## src/rtl/branch_resolve_queue.sv

```systemverilog
// In-order queue of outstanding predicted branches. Emits a registered training
// update per resolution and squashes wrong-path entries on a mispredict.
module branch_resolve_queue #(
    parameter int PC_W  = 8,
    parameter int GHR_W = 8,
    parameter int DEPTH = 8
) (
    input  logic                       clk,
    input  logic                       reset,
    input  logic                       alloc_valid,
    output logic                       alloc_ready,
    input  logic [PC_W-1:0]            alloc_pc,
    input  logic                       alloc_pred,
    input  logic [GHR_W-1:0]           alloc_ghr,
    input  logic                       resolve_valid,
    output logic                       resolve_ready,
    input  logic                       resolve_taken,
    output logic                       upd_valid,
    output logic [PC_W-1:0]            upd_pc,
    output logic [GHR_W-1:0]           upd_ghr,
    output logic                       upd_taken,
    output logic                       upd_mispredict,
    output logic                       flush_valid,
    output logic [GHR_W-1:0]           flush_ghr,
    output logic [$clog2(DEPTH):0]     occupancy,
    output logic [31:0]                resolved_count,
    output logic [31:0]                mispredict_count
);
    // Handshake: a transfer fires on a rising edge where valid & ready are both high;
    // ready is a function of registered state only, never of the matching valid.
    localparam int AW = $clog2(DEPTH);
    localparam int OW = AW + 1;
    localparam logic [OW-1:0] OCC_FULL = OW'(DEPTH);
    localparam logic [OW-1:0] OCC_ONE  = OW'(1);
    localparam logic [AW-1:0] PTR_ONE  = AW'(1);

    logic [PC_W-1:0]  mem_pc   [DEPTH];
    logic             mem_pred [DEPTH];
    logic [GHR_W-1:0] mem_ghr  [DEPTH];

    logic [AW-1:0]    head_q, head_d;
    logic [AW-1:0]    tail_q, tail_d;
    logic [OW-1:0]    occ_q, occ_d;
    logic             upd_valid_q, flush_valid_q;
    logic [PC_W-1:0]  upd_pc_q;
    logic [GHR_W-1:0] upd_ghr_q, flush_ghr_q;
    logic             upd_taken_q, upd_mis_q;
    logic [31:0]      res_cnt_q, mis_cnt_q;

    logic             alloc_fire, resolve_fire, mispred;
    logic [AW-1:0]    head_inc;

    assign alloc_ready   = (occ_q != OCC_FULL);
    assign resolve_ready = (occ_q != '0);
    assign alloc_fire    = alloc_valid & alloc_ready;
    assign resolve_fire  = resolve_valid & resolve_ready;
    assign mispred       = resolve_taken != mem_pred[head_q];
    assign head_inc      = head_q + PTR_ONE;

    always_comb begin
        head_d = head_q;
        tail_d = tail_q;
        occ_d  = occ_q;
        if (resolve_fire && mispred) begin
            // Everything younger than the mispredicted branch, including a
            // same-cycle allocation, is wrong-path and is dropped.
            head_d = head_inc;
            tail_d = head_inc;
            occ_d  = '0;
        end else begin
            if (resolve_fire) head_d = head_inc;
            if (alloc_fire)   tail_d = tail_q + PTR_ONE;
            if (alloc_fire && !resolve_fire)      occ_d = occ_q + OCC_ONE;
            else if (!alloc_fire && resolve_fire) occ_d = occ_q - OCC_ONE;
        end
    end

    always_ff @(posedge clk) begin
        if (!reset && alloc_fire) begin
            mem_pc[tail_q]   <= alloc_pc;
            mem_pred[tail_q] <= alloc_pred;
            mem_ghr[tail_q]  <= alloc_ghr;
        end
    end

    always_ff @(posedge clk) begin
        if (reset) begin
            head_q        <= '0;
            tail_q        <= '0;
            occ_q         <= '0;
            upd_valid_q   <= 1'b0;
            upd_pc_q      <= '0;
            upd_ghr_q     <= '0;
            upd_taken_q   <= 1'b0;
            upd_mis_q     <= 1'b0;
            flush_valid_q <= 1'b0;
            flush_ghr_q   <= '0;
            res_cnt_q     <= '0;
            mis_cnt_q     <= '0;
        end else begin
            head_q        <= head_d;
            tail_q        <= tail_d;
            occ_q         <= occ_d;
            upd_valid_q   <= resolve_fire;
            flush_valid_q <= resolve_fire & mispred;
            if (resolve_fire) begin
                upd_pc_q    <= mem_pc[head_q];
                upd_ghr_q   <= mem_ghr[head_q];
                upd_taken_q <= resolve_taken;
                upd_mis_q   <= mispred;
                flush_ghr_q <= {mem_ghr[head_q][GHR_W-2:0], resolve_taken};
                if (res_cnt_q != '1) res_cnt_q <= res_cnt_q + 32'd1;
                if (mispred && mis_cnt_q != '1) mis_cnt_q <= mis_cnt_q + 32'd1;
            end
        end
    end

    assign occupancy        = occ_q;
    assign upd_valid        = upd_valid_q;
    assign upd_pc           = upd_pc_q;
    assign upd_ghr          = upd_ghr_q;
    assign upd_taken        = upd_taken_q;
    assign upd_mispredict   = upd_mis_q;
    assign flush_valid      = flush_valid_q;
    assign flush_ghr        = flush_ghr_q;
    assign resolved_count   = res_cnt_q;
    assign mispredict_count = mis_cnt_q;
endmodule
```

## config.mk

```make
export PLATFORM = sky130hd
export DESIGN_NAME = branch_resolve_queue
export DESIGN_NICKNAME = d
export VERILOG_FILES = /design/src/rtl/branch_resolve_queue.sv
export SDC_FILE = /design/constraint.sdc
export NUM_CORES = 1
export LEC_CHECK = 0
export CAP_MARGIN = 20
export CORE_MARGIN = 2
export CORE_UTILIZATION = 56
export DETAILED_ROUTE_END_ITERATION = 12
export PLACE_DENSITY = 0.8
export SYNTH_ARGS = -nofsm -noshare
export SYNTH_HDL_FRONTEND = slang
export SYNTH_SLANG_ARGS = --single-unit
```

## constraint.sdc

```tcl
create_clock -name clk -period 4.3 [get_ports clk]
set_clock_uncertainty 0.15 [all_clocks]
set_input_delay 0.645 -clock clk [delete_from_list [all_inputs] [get_ports clk]]
set_output_delay 0.645 -clock clk [all_outputs]
set_load 0.01 [all_outputs]
```

== Yosys cells after proc, flatten, opt, wreduce, memory -nomap -nowiden ==
Memories as Yosys holds them, arrays and structs flattened. A register that Yosys moved wholly into a read port is not among the register bits.
Cells that the tools add are included.

* Memories kept: 3
* Bits in writable memories: 136
* Input bits: 22
* Word-level logic and storage cells: 54
* Output and inout bits: 98
* Flip-flop bits (word level): 94

* Equality and inequality tests: 4
* Add/subtract/negate cells: 6
* Mux-type cells: 12
* Bitwise gates (word level): 3
* Reductions and logical operators: 15

{| class="wikitable"
|+ Memory list
! name !! depth !! width !! rd ports !! clocked after Yosys merged registers in !! wr ports !! line !! source
|-
| mem_ghr || 8 || 8 || 1 || 1 || 1 || 39 || <nowiki>logic [GHR_W-1:0] mem_ghr [DEPTH];</nowiki>
|-
| mem_pc || 8 || 8 || 1 || 1 || 1 || 37 || <nowiki>logic [PC_W-1:0] mem_pc [DEPTH];</nowiki>
|-
| mem_pred || 8 || 1 || 1 || 1 || 1 || 38 || <nowiki>logic mem_pred [DEPTH];</nowiki>
|}

{| class="wikitable"
|+ Operators with widths
! cell !! number
|-
| adder 32 x 1 -> 32 bit (second input constant) || 2
|-
| inequality test 32 bit (second input constant) || 2
|-
| two-way mux 3 bit || 8
|-
| two-way mux 4 bit || 2
|-
| adder 3 x 1 -> 3 bit (second input constant) || 2
|-
| nonzero test 2 bit || 3
|-
| logical AND 1 bit || 5
|-
| adder 4 x 1 -> 4 bit (second input constant) || 1
|-
| inequality test 4 bit (second input constant) || 1
|-
| AND reduction 2 bit || 2
|-
| nonzero test 4 bit || 1
|-
| subtractor 4 x 1 -> 4 bit (second input constant) || 1
|-
| AND 1 bit || 3
|-
| logical NOT 1 bit || 3
|-
| two-way mux 1 bit || 2
|-
| OR reduction 2 bit || 1
|-
| inequality test 1 bit || 1
|}

== Depth between registers and ports, before layout ==
Gate-level depths: netlist of the first run.

* Depth in word-level cells: 6
* Mapped depth: 13
* Gate-level depth less buffers: 11

== Worst setup path after synthesis of the first run ==
No wires, ideal clock.

* Path type: reg-to-reg
* Start point: register occ_q[0], in the netlist occupancy[0]
* End point: register occ_q[3], in the netlist occupancy[3]
* Required time: 4.080 ns
* Period minus slack after synthesis: 3.201 ns
* Arrival time: 2.981 ns
* Stages on the path, launching flop included: 14
* Path buffers: 3
* Setup slack: 1.099 ns
* Library setup time: 0.070 ns
* Path through: dfxtp_1 o41a_1 buf_2 inv_1 clkbuf_1 clkbuf_1 ha_1 inv_1 ha_1 a21o_1 a21oi_1 xnor2_1 or3_1 a21oi_1

* Word-level cells in the longest chain between the ends: 5
* Elaborated cells on any way between the ends: 15
* Those cells by class: add/sub (2); eq/ne (1); mux (2); bitwise (2); reduce/logical (8)

{| class="wikitable"
|+ Ends and longest elaborated chain
! element !! line !! source
|-
| start: declaration || 43 || <nowiki>logic [OW-1:0] occ_q, occ_d;</nowiki>
|-
| start signal: assignment || 90 || <nowiki>occ_q <= '0;</nowiki>
|-
| start signal: assignment || 103 || <nowiki>occ_q <= occ_d;</nowiki>
|-
| branches (longest 5 deep; another with subtractor 4 x 1 -> 4 bit) || n/a ||
|}

Several ways; the timed one is not identified. The select of a mux whose other input is x is not followed.
A chain may end at the register's enable or synchronous reset.

== Final worst setup path of the first run ==
Same ends and word-level chain as after synthesis.

==> results.md, run 1 <==
- Status: complete, no violations
- Die X: 138 um
- TNS Setup: 0 ps
- Net count reported at finish: 919
- Core ar.: 17400 um^2
- Finished Layout Cells: 1132
- CTS Sinks: 233
- Unrepaired setup endpoints after global routing: no
- TritonCTS clock tree: yes
- Ranking of synthesized cells by area: edfxtp_1 (41%), dfxtp_1 (19%), mux4_2 (7.2%)
- Total number of vias: 7122
- Hold Fails Final Rpt: 0
- CP bufs+invs: 2
- Syn_nets: 809
- Synthesized area per cell: 12.8 um^2
- Sequential share of the synthesized area: 0.604
- First-pass GRT wire length: 35.7 mm
- Slew of the pin with the lowest slew margin: 920 ps
- H-tree depth: 1
- I/O Pins: 120
- Top FF cell, synth: edfxtp_1
- Drt drc: 0
- Die extent in y: 138 um
- Gr usage total: 0.243
- Required @ worst endpoint: 4600 ps
- Grt ovf: 0
- Power Density: 512 nW/um^2
- Dpl cells: 1086
- Commonest non-fill, non-tap cell in the layout: edfxtp_1
- Delay-heaviest family, CP: simple AND/OR/NAND/NOR gates
- YS warnings: 0
- # setup viols final: 0
- Register bit total from synthesis: 233
- Top-area cell type share of the netlist area: 0.409
- Layout cell share with drive strength beyond 1: 0.121
- Rel. slew slack: 0.386
- CP peak stage delay: 710 ps
- CTS resizes: 0
- Post-route ant nets: 0
- Layout area overhead: 22.0%
- CTS buffer count: 24
- Routability cong.: 0.839
- EDFF count, synth: 136
- Average via count per standard cell: 6.29
- Largest net degree at the start of global routing: 108
- Initial core utilization: 0.575
- Post-Syn Area: 9980 um^2
- Post-DP HPWL: 14.1 mm
- Worst Setup Path Type: flop to flop
- CP cell instances: or4b_2 -> nand2_1 -> inv_1 -> ha_1 -> inv_1 -> ha_1 -> a21o_1 -> a21oi_1 -> xnor2_1 -> or3_1 -> a21oi_1
- Antenna Diode Count: 0
- Fmax: 320 MHz
- CTS root buffer: clkbuf_16
- Overall routed net length: 22.8 mm
- Crit path time final: 3120 ps
- Clock transition at path regs: 60 ps
- # rows: 48
- Critical path fanouts, max: 7
- Critical path endpoint category: flop
- Yosys cell types: 53
- Slew Viols, Final: 0
- Leak: 3.87 nW
- Worst skew pair latency: 520 ps
- DR pass1 iterations: 5
- Vias in the first global route: 6793
- Peak VDD IR: 0.000445 V
- Post-route clock period utilization: 0.726
- MaxCap Viol Count: 0
- HP Class: input port to flop
- Antenna violations before repair: 0
- Commonest cells after routing, fill and taps aside: edfxtp_1 (136), clkdlybuf4s50_1 (118), dfxtp_1 (97)
- DIE AREA: 18900 um^2
- Post CTS Setup Buffer Count: 0
- Starting DRC count in detailed routing: 671
- Critical path arrival: 3420 ps
- Routed wire length per instance: 20.1 um
- CTS Hold Buffers Added: 0
- Highest-delay cell along the critical path: or4b_2
- Async set or reset register ratio after synthesis: 0
- CTS Buffer Depth: 3
- Syn Inst Count: 779
- Startpoint types: flop
- Port bufs: 119
- Post-synth top area cell: edfxtp_1
==> cells by family (layout without fill, tap and decap cells) <==
family	count (synthesis)	in the layout	synth area share
xor+xnor	10	10	0.00877
mux	71	71	0.115
flops	233	233	0.604
buf+inv	63	191	0.0298
compound gates	126	126	0.0827
simple gates	268	268	0.149
fa+ha+maj	8	8	0.0108
==> power by group <==
group / internal (mW) / switching, mW
clock: 1.26 / 0.832
sequential: 2.56 / 0.175
combinational: 0.702 / 0.711
==> stage by stage <==
step | worst slack [ps] | instance area (um^2) | power [mW] | hold slack (ps) | util
2_1_floorplan | 1100 | 9980 | 3.68 | 331 | -
3_3_place_gp | 853 | 11300 | 4.09 | 311 | 0.652
3_5_place_dp | 750 | 11300 | 4.17 | 314 | 0.653
4_1_cts | 1160 | 12100 | 6.26 | 203 | 0.700
5_1_grt | 1020 | 12200 | 6.47 | 213 | 0.702
6_report | 1180 | 12200 | 6.23 | 219 | 0.702
==> per-layer routing <==
layer  part of all wire  track usage  wire length, um  up-vias
li1                   -            -                -     3272
met1               0.39        0.324             8980     3509
met2               0.51        0.416            11500      292
met3              0.075       0.0368             1710       49
met4              0.023       0.0733              535        0
met5                  0            0                0        -
==> layout make-up <==
| type | count | area (um^2) |
|---|---|---|
| fill | 1128 | 5180 |
| inverter | 9 | 33.8 |
| clock buffer | 36 | 706 |
| sequential | 233 | 6030 |
| tap | 225 | 282 |
| clock inverter | 8 | 103 |
| timing repair buffer | 138 | 1360 |
| multi-input combinational | 483 | 3670 |
==> sequential cells by signal, indices dropped and copies added, names as in the netlist, named ones only <==
register	count
mem_ghr	64
mem_pc	64
mispredict_count	32
resolved_count	32
mem_pred	8
upd_ghr	8
upd_pc	8
occupancy	4
head_q	3
tail_q	3
flush_ghr	1
flush_valid	1
upd_mispredict	1
upd_valid	1
==> synthesized netlist by cell type, drive strengths merged, types with 2 or more instances <==
cell type / instances
a21oi: 47
o41ai: 3
mux4: 33
ha: 7
o31ai: 29
xnor2: 6
nand2: 40
mux2i: 21
dfxtp: 97
buf: 21
edfxtp: 136
a211oi: 19
and4: 8
nand3: 25
a31o: 2
or3: 12
nor2b: 18
or4: 33
o21ba: 3
clkbuf: 33
a311oi: 2
inv: 9
nor3: 7
o31a: 3
and3: 10
nor4: 17
mux2: 17
nor2: 61
nand2b: 5
nand4: 26
nand4b: 2
xor2: 4
o21ai: 12
==> path summary, 6_finish.rpt <==
check	startpoint	to	slack [ps]	depth (start not counted)
max	occupancy[0]	occupancy[3]	1180	11
min	reset	tail_q[0]	220	2
max reg2reg	occupancy[0]	occupancy[3]	1180	11
min reg2reg	upd_mispredict	upd_mispredict	320	2
Power figures use the tool's default switching activity.
==> run 2, diff against run 1 <==
clock period = 2.9 ns   (was 4.3 ns; I/O delays follow)
==> results.md, run 2 (synthesized netlist as in run 1, its figures left out) <==
- First-pass GRT wire length: 35.3 mm (-1.2%)
- Antenna violations before repair: 0 (unchanged)
- Status: complete, no violations
- Drt drc: 0 (unchanged)
- CTS Sinks: 233 (unchanged)
- I/O Pins: 120 (unchanged)
- Crit path time final: 2760 ps (-360 ps)
- Post CTS Setup Buffer Count: 0 (unchanged)
- CTS root buffer: clkbuf_16
- Reg-to-Reg Start: occupancy[0]
- Clock transition at path regs: 60 ps (about the same)
- Post-route ant nets: 0 (unchanged)
- Commonest non-fill, non-tap cell in the layout: edfxtp_1
- Grt ovf: 0 (unchanged)
- Delay-heaviest family, CP: compound AO/OA/AOI/OAI gates
- Antenna Diode Count: 0 (unchanged)
- HP Class: input port to flop
- Slew Viols, Final: 0 (unchanged)
- Critical path arrival: 3070 ps (-350 ps)
- # setup viols final: 0 (unchanged)
- Startpoint types: flop
- CP cell instances: buf_4 -> o41a_2 -> inv_2 -> ha_2 -> inv_2 -> ha_1 -> a21o_1 -> a21oi_2 -> xnor2_1 -> or3_1 -> a21oi_2
- Min-delay src: reset
- Flop pwr share: 0.428 (-0.010)
- Average via count per standard cell: 6.26 (-0.48%)
- Largest net degree at the start of global routing: 69 (-36%)
- Required @ worst endpoint: 3210 ps (-1390 ps)
- CTS Hold Buffers Added: 0 (unchanged)
- Initial core utilization: 0.575 (unchanged)
- Layout area overhead: 23.0%
- Die X: 138 um (unchanged)
- Layout cell share with drive strength beyond 1: 0.147 (+0.0255)
- Rel. slew slack: 0.428 (+0.0427)
- Die extent in y: 138 um (unchanged)
- Routed wire length per instance: 19.8 um (-1.4%)
- MaxCap Viol Count: 0 (unchanged)
- Port bufs: 119 (unchanged)
- Dpl cells: 1100 (+1.3%)
- Overall routed net length: 22.7 mm (-0.30%)
- Finished Layout Cells: 1145 (+1.1%)
- CP peak stage delay: 520 ps (-190 ps)
- Top Registers: mem_ghr x64, mem_pc x64
- Critical path endpoint category: flop
- # rows: 48 (unchanged)
- Int Pwr: 6.68 mW (+48%)
- CTS Buffer Depth: 3 (unchanged)
- Vias in the first global route: 6839 (+0.68%)
- Net Switching: 2.63 mW (+53%)
- CP bufs+invs: 3 (+1)
- Routability cong.: 0.899 (+7.1%)
- DR pass1 iterations: 5 (unchanged)
- Leak: 3.93 nW (+1.4%)
- Setup crit start: occupancy[0]
- Critical path fanouts, max: 6 (-1)
- TritonCTS clock tree: yes
- Fmax: 362 MHz (+13%)
- Unrepaired setup endpoints after global routing: no
- Post-DP HPWL: 14.4 mm (+1.8%)
- Commonest cells after routing, fill and taps aside: edfxtp_1 (136), clkdlybuf4s50_1 (118), dfxtp_1 (95)
- Slew of the pin with the lowest slew margin: 856 ps (-64.0 ps)
- Comb pwr share: 0.243 (+0.016)
- DIE AREA: 18900 um^2 (unchanged)
- Worst skew pair latency: 520 ps (about the same)
- TNS Setup: 0 ps (unchanged)
- Hold Fails Final Rpt: 0 (unchanged)
- H-tree depth: 1 (unchanged)
- Total number of vias: 7169 (+0.66%)
- Post-route clock period utilization: 0.952 (+0.226)
- Net count reported at finish: 932 (+1.4%)
- Peak VDD IR: 0.000773 V (+74%)
- Clock share of power: 0.328 (-0.007)
- Fillers: 1121 (-0.62%)
- Switching Fraction: 0.282 (+0.00654)
- CTS buffer count: 24 (unchanged)
- Core ar.: 17400 um^2 (unchanged)
- Starting DRC count in detailed routing: 672 (+0.15%)
- Worst Setup Path Type: flop to flop
- Gr usage total: 0.240 (-0.00342)
- Power Density: 758 nW/um^2 (+48%)
- Highest-delay cell along the critical path: o41a_2
-- run 2: cell count changes in the layout (fill, tap and decap cells not counted), sizes merged --
| cell | before | now |
|---|---|---|
| clkbuf | 37 | 27 |
| inv | 10 | 9 |
| buf | 19 | 32 |
| bufinv | 2 | 3 |
| clkinvlp | 0 | 3 |
| clkinv | 5 | 12 |
-- run 2: repair_timing --
| item | 4_1_cts | 5_1_grt |
|---|---|---|
| gates resized for setup | 1 | 5 |
| endpoints found under the setup margin | 1 | 1 |
| hold endpoints to repair | 0 | 0 |
| pin swaps | 0 | 1 |
-- run 2: final timing paths --
kind,endpoint,slack (ps),cells after the start
hold / removal,resolved_count[20],320,2
setup / recovery,occupancy[3],140,11
setup reg to reg,occupancy[3],140,11
hold reg to reg,upd_mispredict,320,2
-- run 2: power by group through the flow --
stage	sequential (mW)	clock, mW	combinational [mW]
2_1_floorplan	4.06	0	1.43
3_3_place_gp	4.03	0	2.13
3_5_place_dp	4.05	0	2.21
4_1_cts	3.98	3.10	2.25
5_1_grt	4.01	3.22	2.44
6_report	3.98	3.05	2.27
-- run 2: metrics by stage --
stage	total power, mW	setup WS (ps)	util	hold WS, ps	cell area, um^2
2_1_floorplan	5.49	23.7	-	331	10000
3_3_place_gp	6.16	90.9	0.660	302	11500
3_5_place_dp	6.26	7.80	0.660	313	11500
4_1_cts	9.34	22.2	0.706	303	12300
5_1_grt	9.68	21.7	0.707	327	12300
6_report	9.30	138	0.707	319	12300
-- run 2: worst register-to-register path, cell delays in order, from the launching register on --
cell	delay, ps
dfxtp_2	320
buf_4	150
o41a_2	530
inv_2	110
ha_2	210
inv_2	60
ha_1	270
a21o_1	190
a21oi_2	150
xnor2_1	80
or3_1	330
a21oi_2	150
-- run 2: layout make-up --
| class | instances | area [um^2] | area share |
|---|---|---|---|
| Inverter | 9 | 33.8 | 0.00275 |
| Timing Repair Buffer | 151 | 1450 | 0.118 |
| Sequential cell | 233 | 6030 | 0.491 |
| Clock buffer | 26 | 608 | 0.0495 |
| Clock inverter | 18 | 183 | 0.0149 |
| Tap cell | 225 | 282 | 0.0229 |
| Multi-Input combinational cell | 483 | 3690 | 0.301 |
-- run 2: layer usage --
metal	GRT usage	part of all wire
met1	0.319	0.41
met4	0.0693	0.019
met5	0	0
met2	0.407	0.49
met3	0.0423	0.078
==> run 3, diff against run 2 <==
clock period = 2.93 ns   (was 2.9 ns; I/O delays follow)
==> results.md, run 3 (synthesized netlist as in run 1, its figures left out) <==
- Gr usage total: 0.241 (+0.00138)
- TNS Setup: 0 ps (unchanged)
- Starting DRC count in detailed routing: 577 (-14%)
- Rel. slew slack: 0.254 (-0.174)
- HP Class: input port to flop
- Fmax: 357 MHz (-1.5%)
- Commonest non-fill, non-tap cell in the layout: edfxtp_1
- Vias in the first global route: 6885 (+0.67%)
- Flop pwr share: 0.443 (+0.015)
- Worst slack at placement: -10.2 ps (-18.0 ps)
- Post-route ant nets: 0 (unchanged)
- Delay-heaviest family, CP: compound AO/OA/AOI/OAI gates
- H-tree depth: 1 (unchanged)
- Routability cong.: 0.803 (-11%)
- Layout cell share with drive strength beyond 1: 0.130 (-0.0164)
- Worst Setup Path Type: flop to flop
- Top sig layer: met4
- Largest net degree at the start of global routing: 60 (-13%)
- I/O Pins: 120 (unchanged)
- Average via count per standard cell: 6.25 (-0.18%)
- CTS root buffer: clkbuf_16
- Crit path time final: 2800 ps (+40.8 ps)
- Clock transition at path regs: 60 ps (about the same)
- Critical path endpoint category: flop
- Die X: 138 um (unchanged)
- Core ar.: 17400 um^2 (unchanged)
- DIE AREA: 18900 um^2 (unchanged)
- Clock share of power: 0.316 (-0.012)
- Comb pwr share: 0.240 (-0.003)
- Critical path fanouts, max: 6 (unchanged)
- First-pass GRT wire length: 35.6 mm (+0.72%)
- Worst skew pair latency: 520 ps (about the same)
- Net count reported at finish: 925 (-0.75%)
- Grt ovf: 0 (unchanged)
- MaxCap Viol Count: 0 (unchanged)
- Drt drc: 0 (unchanged)
- Post CTS Setup Buffer Count: 0 (unchanged)
- # setup viols final: 0 (unchanged)
- Die extent in y: 138 um (unchanged)
- CP cell instances: buf_4 -> o41a_2 -> inv_1 -> ha_1 -> inv_2 -> ha_1 -> a21o_1 -> a21oi_2 -> xnor2_1 -> or3_1 -> a21oi_1
- Post-DP HPWL: 14.2 mm (-1.2%)
- Required @ worst endpoint: 3230 ps (+20 ps)
- Setup WS post-layout: 127 ps (-10.8 ps)
- Commonest cells after routing, fill and taps aside: edfxtp_1 (136), clkdlybuf4s50_1 (118), dfxtp_1 (95)
- Met1 wire length: 9.49 mm (+1.9%)
- Status: complete, no violations
- Switching Fraction: 0.286 (+0.00325)
- CTS Buffer Depth: 3 (unchanged)
- Highest-delay cell along the critical path: o41a_2
- Total power: 8.94 mW (-3.9%)
- WL met3: 1.48 mm (-17%)
- Initial core utilization: 0.575 (unchanged)
- Slew Viols, Final: 0 (unchanged)
- Routed wire length per instance: 19.8 um (about the same)
- CP bufs+invs: 3 (unchanged)
- CP most frequent cell: ha_1
- Peak VDD IR: 0.000613 V (-21%)
- Port bufs: 119 (unchanged)
- Antenna Diode Count: 0 (unchanged)
- TritonCTS clock tree: yes
- DR pass1 iterations: 7 (+2)
- CTS Sinks: 233 (unchanged)
- Critical path arrival: 3100 ps (+30 ps)
- Total number of vias: 7112 (-0.80%)
- CP peak stage delay: 530 ps (about the same)
- Antenna violations before repair: 0 (unchanged)
- Unrepaired setup endpoints after global routing: no
- Hold Fails Final Rpt: 0 (unchanged)
- Layout area overhead: 21.6%
- Reg-to-reg slack, setup: 130 ps (about the same)
- Slew of the pin with the lowest slew margin: 1100 ps (+248 ps)
- Met2 WL: 11.1 mm (-0.83%)
- Top Registers: mem_ghr x64, mem_pc x64
- # rows: 48 (unchanged)
- Power Density: 736 nW/um^2 (-2.9%)
- Startpoint types: flop
- Post-route clock period utilization: 0.957 (+0.00416)
- Leak: 3.87 nW (-1.5%)
- CTS buffer count: 24 (unchanged)
- Net Switching: 2.55 mW (-2.8%)
- Int Pwr: 6.39 mW (-4.4%)
- Overall routed net length: 22.5 mm (-0.71%)
## run 3: worst paths after layout
path                  startpoint  cells past startpoint            endpoint
setup / recovery    occupancy[0]                     11        occupancy[3]
setup reg to reg    occupancy[0]                     11        occupancy[3]
hold / removal             reset                      2  resolved_count[18]
hold reg to reg   upd_mispredict                      2      upd_mispredict
## run 3: worst register-to-register path, delay by kind of cell, from the launching register on
kind / cells / cell delay, ps
xor gates and xnor gates: 1 / 90
buffers and inverters: 3 / 350
adders and majority gates: 2 / 490
and+or+nand+nor: 1 / 310
AOI/OAI and AO/OA: 4 / 1030
DFF: 1 / 320
## run 3: metrics by stage
step | std cells | utilization | hold WS, ps | cell area, um^2
detailed placement | 1094 | 0.656 | 300 | 11400
finish | 1138 | 0.699 | 284 | 12100
global placement | 1094 | 0.656 | 298 | 11400
floorplan | 779 | - | 331 | 9990
global route | 1138 | 0.699 | 297 | 12100
CTS | 1138 | 0.699 | 257 | 12100
## run 3: final cells by class
class,instances,area [um^2]
flip-flops and latches,233,6030
fillers,1189,5220
multi-input cells,483,3680
repair buffers,144,1380
clock buffers,29,651
well taps,225,282
clock inverters,15,86.3
inverters,9,33.8
## run 3: timing repair
| item | 4_1_cts | 5_1_grt |
|---|---|---|
| setup endpoints to repair | 1 | 1 |
| endpoints found under the hold margin | 0 | 0 |
| resized for setup | 1 | 3 |
| hold buffers | 0 | 0 |
## run 3: layer usage
| metal | up-vias | GRT usage |
|---|---|---|
| met4 | 0 | 0.0745 |
| li1 | 3288 | - |
| met5 | - | 0 |
| met2 | 277 | 0.409 |
| met1 | 3501 | 0.321 |
| met3 | 46 | 0.0390 |
## run 3: power by group through the flow
stage	clock network [mW]	registers [mW]	logic (mW)
4_1_cts	2.87	3.96	2.15
6_report	2.83	3.96	2.15
3_3_place_gp	0	4.00	2.05
2_1_floorplan	0	4.02	1.40
3_5_place_dp	0	4.02	2.13
5_1_grt	2.98	3.99	2.36
